<file path="src/rtl/zl_prbs_engine.sv">
// Multi-mode PRBS engine (generate / additive scramble / check) around one LFSR core.
// Define ZL_PRBS_ERR_CNT_EN to build the saturating 32-bit bit-error counter.
module zl_prbs_engine #(
  parameter int                      LFSR_width      = 7,
  parameter logic [LFSR_width:0]     LFSR_poly       = 8'hC1,
  parameter logic [LFSR_width-1:0]   LFSR_init_value = 7'h7F,
  parameter int                      DATA_width      = 8,
  parameter int                      LOCK_CNT        = 4,
  parameter int                      LOSS_CNT        = 4
) (
  input  logic                  clk,
  input  logic                  rst,
  input  logic [1:0]            mode,
  input  logic                  clear,
  input  logic                  in_valid,
  output logic                  in_ready,
  input  logic [DATA_width-1:0] in_data,
  output logic                  out_valid,
  input  logic                  out_ready,
  output logic [DATA_width-1:0] out_data,
  output logic [LFSR_width-1:0] lfsr_state,
  output logic                  locked,
  output logic [31:0]           err_cnt
);

  typedef enum logic {HUNT, LOCKED} fsm_t;

  localparam logic [LFSR_width-1:0] TAPS    = LFSR_poly[LFSR_width:1];
  localparam logic [7:0]            LOCK_TH = 8'(LOCK_CNT);
  localparam logic [7:0]            LOSS_TH = 8'(LOSS_CNT);

  logic [LFSR_width-1:0] lfsr_q, lfsr_adv, lfsr_d;
  logic [DATA_width-1:0] prbs, err_map, word_d;
  logic [DATA_width-1:0] data_p1;
  logic                  vld_p1;
  logic                  fb;
  fsm_t                  fsm_q, fsm_d;
  logic [7:0]            match_q, match_d, miss_q, miss_d;
  logic                  accept, is_check, word_err, reseed;

  assign in_ready = !vld_p1 || out_ready;
  assign accept   = in_valid && in_ready;
  assign is_check = (mode == 2'b10);

  // Stage p0: DATA_width serial LFSR steps unrolled into one word, MSb first
  always_comb begin
    lfsr_adv = lfsr_q;
    prbs     = '0;
    fb       = 1'b0;
    for (int i = 0; i < DATA_width; i++) begin
      fb                   = ^(lfsr_adv & TAPS);
      prbs[DATA_width-1-i] = fb;
      lfsr_adv             = {lfsr_adv[LFSR_width-2:0], fb};
    end
  end

  assign err_map  = in_data ^ prbs;
  assign word_err = |err_map;
  assign word_d   = (mode == 2'b00) ? prbs : err_map;
  assign lfsr_d   = reseed ? in_data[LFSR_width-1:0] : lfsr_adv;

  always_comb begin
    fsm_d   = fsm_q;
    match_d = match_q;
    miss_d  = miss_q;
    reseed  = 1'b0;
    if (!is_check) begin
      fsm_d   = HUNT;
      match_d = '0;
      miss_d  = '0;
    end else if (accept) begin
      case (fsm_q)
        HUNT: begin
          if (word_err) begin
            // Self-synchronise: the last LFSR_width received bits are the next state
            match_d = '0;
            reseed  = 1'b1;
          end else if (match_q + 8'd1 == LOCK_TH) begin
            fsm_d   = LOCKED;
            match_d = '0;
            miss_d  = '0;
          end else begin
            match_d = match_q + 8'd1;
          end
        end
        default: begin
          if (!word_err) begin
            miss_d = '0;
          end else if (miss_q + 8'd1 == LOSS_TH) begin
            fsm_d   = HUNT;
            match_d = '0;
            miss_d  = '0;
          end else begin
            miss_d = miss_q + 8'd1;
          end
        end
      endcase
    end
    if (clear) begin
      fsm_d   = HUNT;
      match_d = '0;
      miss_d  = '0;
    end
  end

  always_ff @(posedge clk) begin
    if (rst) begin
      fsm_q   <= HUNT;
      match_q <= '0;
      miss_q  <= '0;
    end else begin
      fsm_q   <= fsm_d;
      match_q <= match_d;
      miss_q  <= miss_d;
    end
  end

  // Stage p1: registered output word, held while downstream stalls
  always_ff @(posedge clk) begin
    if (rst) begin
      lfsr_q  <= LFSR_init_value;
      vld_p1  <= 1'b0;
      data_p1 <= '0;
    end else begin
      if (clear)       lfsr_q <= LFSR_init_value;
      else if (accept) lfsr_q <= lfsr_d;
      if (accept) begin
        vld_p1  <= 1'b1;
        data_p1 <= word_d;
      end else if (out_ready) begin
        vld_p1  <= 1'b0;
      end
    end
  end

  assign out_valid  = vld_p1;
  assign out_data   = data_p1;
  assign lfsr_state = lfsr_q;
  assign locked     = (fsm_q == LOCKED);

`ifdef ZL_PRBS_ERR_CNT_EN
  logic [31:0] err_q;

  function automatic logic [31:0] popcount(input logic [DATA_width-1:0] v);
    logic [31:0] c;
    c = '0;
    for (int i = 0; i < DATA_width; i++) c = c + 32'(v[i]);
    return c;
  endfunction

  function automatic logic [31:0] sat_add(input logic [31:0] a, input logic [31:0] b);
    logic [32:0] s;
    s = {1'b0, a} + {1'b0, b};
    return s[32] ? 32'hFFFF_FFFF : s[31:0];
  endfunction

  always_ff @(posedge clk) begin
    if (rst || clear)
      err_q <= '0;
    else if (accept && is_check && fsm_q == LOCKED)
      err_q <= sat_add(err_q, popcount(err_map));
  end

  assign err_cnt = err_q;
`else
  assign err_cnt = '0;
`endif

endmodule

</file>
<file path="config.mk">
export PLATFORM = sky130hd
export DESIGN_NAME = zl_prbs_engine
export DESIGN_NICKNAME = d
export VERILOG_FILES = /design/src/rtl/zl_prbs_engine.sv
export SDC_FILE = /design/constraint.sdc
export NUM_CORES = 1
export LEC_CHECK = 0
export ABC_AREA = 1
export CAP_MARGIN = 20
export CORE_UTILIZATION = 32
export CTS_CLUSTER_SIZE = 40
export DETAILED_ROUTE_END_ITERATION = 7
export SLEW_MARGIN = 20
export SYNTH_ARGS = -nofsm -noshare
export SYNTH_HDL_FRONTEND = slang
export SYNTH_SLANG_ARGS = --single-unit
</file>
<file path="constraint.sdc">
create_clock -name clk -period 2.15 [get_ports clk]
set_clock_uncertainty 0.2 [all_clocks]
set_input_delay 0.43 -clock clk [delete_from_list [all_inputs] [get_ports clk]]
set_output_delay 0.43 -clock clk [all_outputs]
set_load 0.005 [all_outputs]
</file>
==> flow_metrics.py <==
metrics = {
    "sta": {
        "fin_crit_sh_pct": 95.79,
        "finalSetupViolations": 0,
        "finalMaxSlewViolations": 0,
        "finalHoldViolations": 0,
        "layout_min_cycle_time_ns": 2.060,
        "hold_slack_ns": 0.2809,
        "fmax_mhz": 485.5,
        "fin_ws_ns": 0.09041,
        "rsz0062_at_grt": "yes",
    },
    "global_routing": {
        "gr-usage-met3_pct": 2.707,
        "antenna_found_initial": 0,
        "met1_usage_pct": 19.38,
        "top_usage_layer": "met2",
        "grt_first_pass_wirelength_mm": 10.65,
        "grt_usage_pct": 15.96,
        "grt_max_degree": 18,
        "grt_use_met2_pct": 28.46,
        "gr-total-overflow": 0,
        "grt_pass1_vias": 2419,
    },
    "worst_setup_path": {
        "critPathSlowestCell": "clkdlybuf4s50_1",
        "crit_type": "register to primary output",
        "endpoint_kind": "primary output",
        "worst_ep_required_time_ns": 1.52,
        "arrival_ns": 1.43,
        "critical_path.top_delay_family": "buffers and inverters",
        "slowest_delay_ns": 0.58,
        "startpoint_type": "register",
        "reg2reg_slack_ns": 0.18,
        "r2r_cells": 10,
        "path_buf_inv": 1,
        "reg2reg_to": "miss_q[7]",
        "r2r_start": "match_q[1]",
        "path_cells": "clkdlybuf4s50_1",
        "crit_path_max_fanout": 9,
    },
    "run_status": {
        "status": "finished, final reports clean",
    },
    "routing": {
        "first_pass_iters": 4,
        "wirelength_mm": 6.412,
        "via_count": 2603,
        "drc": 0,
        "antenna_left": 0,
        "drt-initial-drc-count": 107,
        "post_drt_wl_per_cell_um": 11.37,
        "vias_per_cell": 4.615,
    },
    "floorplanning": {
        "fp-row-count": 31,
        "core_area_um2": 7370,
        "initial_core_util_pct": 33.46,
        "die_h_um": 89.79,
        "die-area_um2": 8061,
        "ioPinCount": 65,
        "die_x_um": 89.79,
    },
    "cells_and_area": {
        "final_core_util_pct": 42.68,
        "drive_gt1_share_pct": 18.49,
        "antenna_cells": 0,
        "synthToLayoutAreaGrowth_pct": 27.55,
        "layout.nets": 481,
    },
    "hold_path": {
        "hold_class": "register to register",
        "min_path_cells": 2,
        "min_to": "match_q[6]",
        "worstHoldStart": "match_q[6]",
    },
    "yosys": {
        "synth_seq_cells": 33,
        "yosysTopAreaCell": "dfxtp_1",
        "yosys-top-cells-area": "dfxtp_1, nand2_1, nand3_1",
        "netlist_top_cells_count": "nand2_1, nand3_1, nor2_1",
        "async_flop_share_pct": 0,
        "syn_area_um2": 2466,
        "synth_warnings": 0,
        "ys_seq_area_share_pct": 26.79,
        "synthCells": 399,
        "synth_cell_types": 29,
        "synth-main-ff-cell": "dfxtp_1",
        "synth_area_per_cell_um2": 6.181,
        "yosysMostFrequentCell": "nand2_1",
        "yosys.area.top_type_share_pct": 26.79,
        "synth_edf_count": 0,
    },
    "place": {
        "routabilityCongestion": 0.8939,
        "dp_hpwl_mm": 4.775,
        "port_buffers": 32,
        "pre_cts_slack_ns": -0.2205,
    },
    "clocking": {
        "cts_tree": "built",
        "clk_latency_ns": 0.29,
        "cts_buffer_depth": 2,
        "cts_buffers": 5,
        "clk_pin_slew_ns": 0.08,
        "root_buffer": "clkbuf_8",
        "cts.htree.levels": 2,
        "cts_sinks": 33,
    },
    "pwr": {
        "p_per_area_nw_per_um2": 463.5,
        "leakage_nw": 1.529,
        "ir_drop_v": 0.0002459,
    },
    "job": {
        "max_cap_violations": 0,
    },
}
## worst max-delay path by stage
stage	to	slack, ns	cells after the start	start
floorplan	miss_q[5]	0.27	11	match_q[0]
global placement	miss_q[7]	-0.17	11	in_data[7]
detailed placement	miss_q[7]	-0.22	11	in_data[7]
CTS	miss_q[7]	0.07	12	lfsr_state[4]
global route	miss_q[5]	-0.04	10	in_data[7]
finish	locked	0.09	1	locked
## per-stage QoR
step | power (mW) | instance area (um2) | instances | setup TNS [ns]
floorplan | 0.8691 | 2582 | 430 | 0
global placement | 0.9752 | 2982 | 552 | -2.344
detailed placement | 0.9772 | 2982 | 552 | -3.966
CTS | 1.461 | 3067 | 560 | 0
global route | 1.530 | 3146 | 564 | -0.2656
finish | 1.458 | 3146 | 564 | 0
## routing by layer
layer / wire length, um / part of all wire [%]
met5: 0 / 0
met4: 60 / 0.94
met3: 286 / 4.5
met2: 3180 / 50
met1: 2885 / 45
## final cells by class
cell class                 instances  area (um2)
fill                             795        4224
multi-input combinational        315        1508
sequential                        33       671.9
timing repair buffer              68       601.8
inverter                          41       153.9
tap                               99       123.9
clock buffer                       5       68.82
clock inverter                     3       17.52
## logic make-up after synthesis
logic type | count (synthesis) | share of synthesized area [%]
AO/OA/AOI/OAI | 35 | 8.016
flip-flops | 33 | 26.79
buffers and inverters | 83 | 18.62
other | 1 | 0.1521
adder cells (fa/ha/maj) | 2 | 1.015
XOR/XNOR | 4 | 1.421
AND/OR/NAND/NOR | 241 | 43.99
## what timing repair did
item,CTS,global route
endpoints found under the setup margin,1,23
pin swaps,0,4
resized for setup,1,17
buffers inserted,0,3
gates cloned,0,1
endpoints found under the hold margin,0,0
hold buffers,0,0
## registers in the layout, summed over array words and instances (netlist names)
signal / flops
out_valid: 1
locked: 1
miss_q: 8
out_data: 8
match_q: 8
lfsr_state: 7
## placed cells by master, fill, tap and decap left out, types with 2 or more instances in the layout
cell type and instances:
nand4_1 5, buf_4 35, clkbuf_8 5, a31oi_1 7, dfxtp_2 6, nor2_2 4, a21oi_1 13, clkdlybuf4s50_1 31
o21ai_0 13, nand2_1 119, inv_2 10, nand3_1 53, nand3b_1 2, nand2_2 9, inv_1 30, clkinv_2 2
nor2_1 36, dfxtp_1 26, nor3_1 4, nand3_2 4, nand3_4 3, conb_1 32, xor2_1 3
## report_power, final
part | total (mW) | switching, mW | internal (mW)
Clock | 0.485 | 0.261 | 0.224
Combinational | 0.316 | 0.165 | 0.152
Sequential | 0.657 | 0.0227 | 0.634
Power figures use the tool's default switching activity.
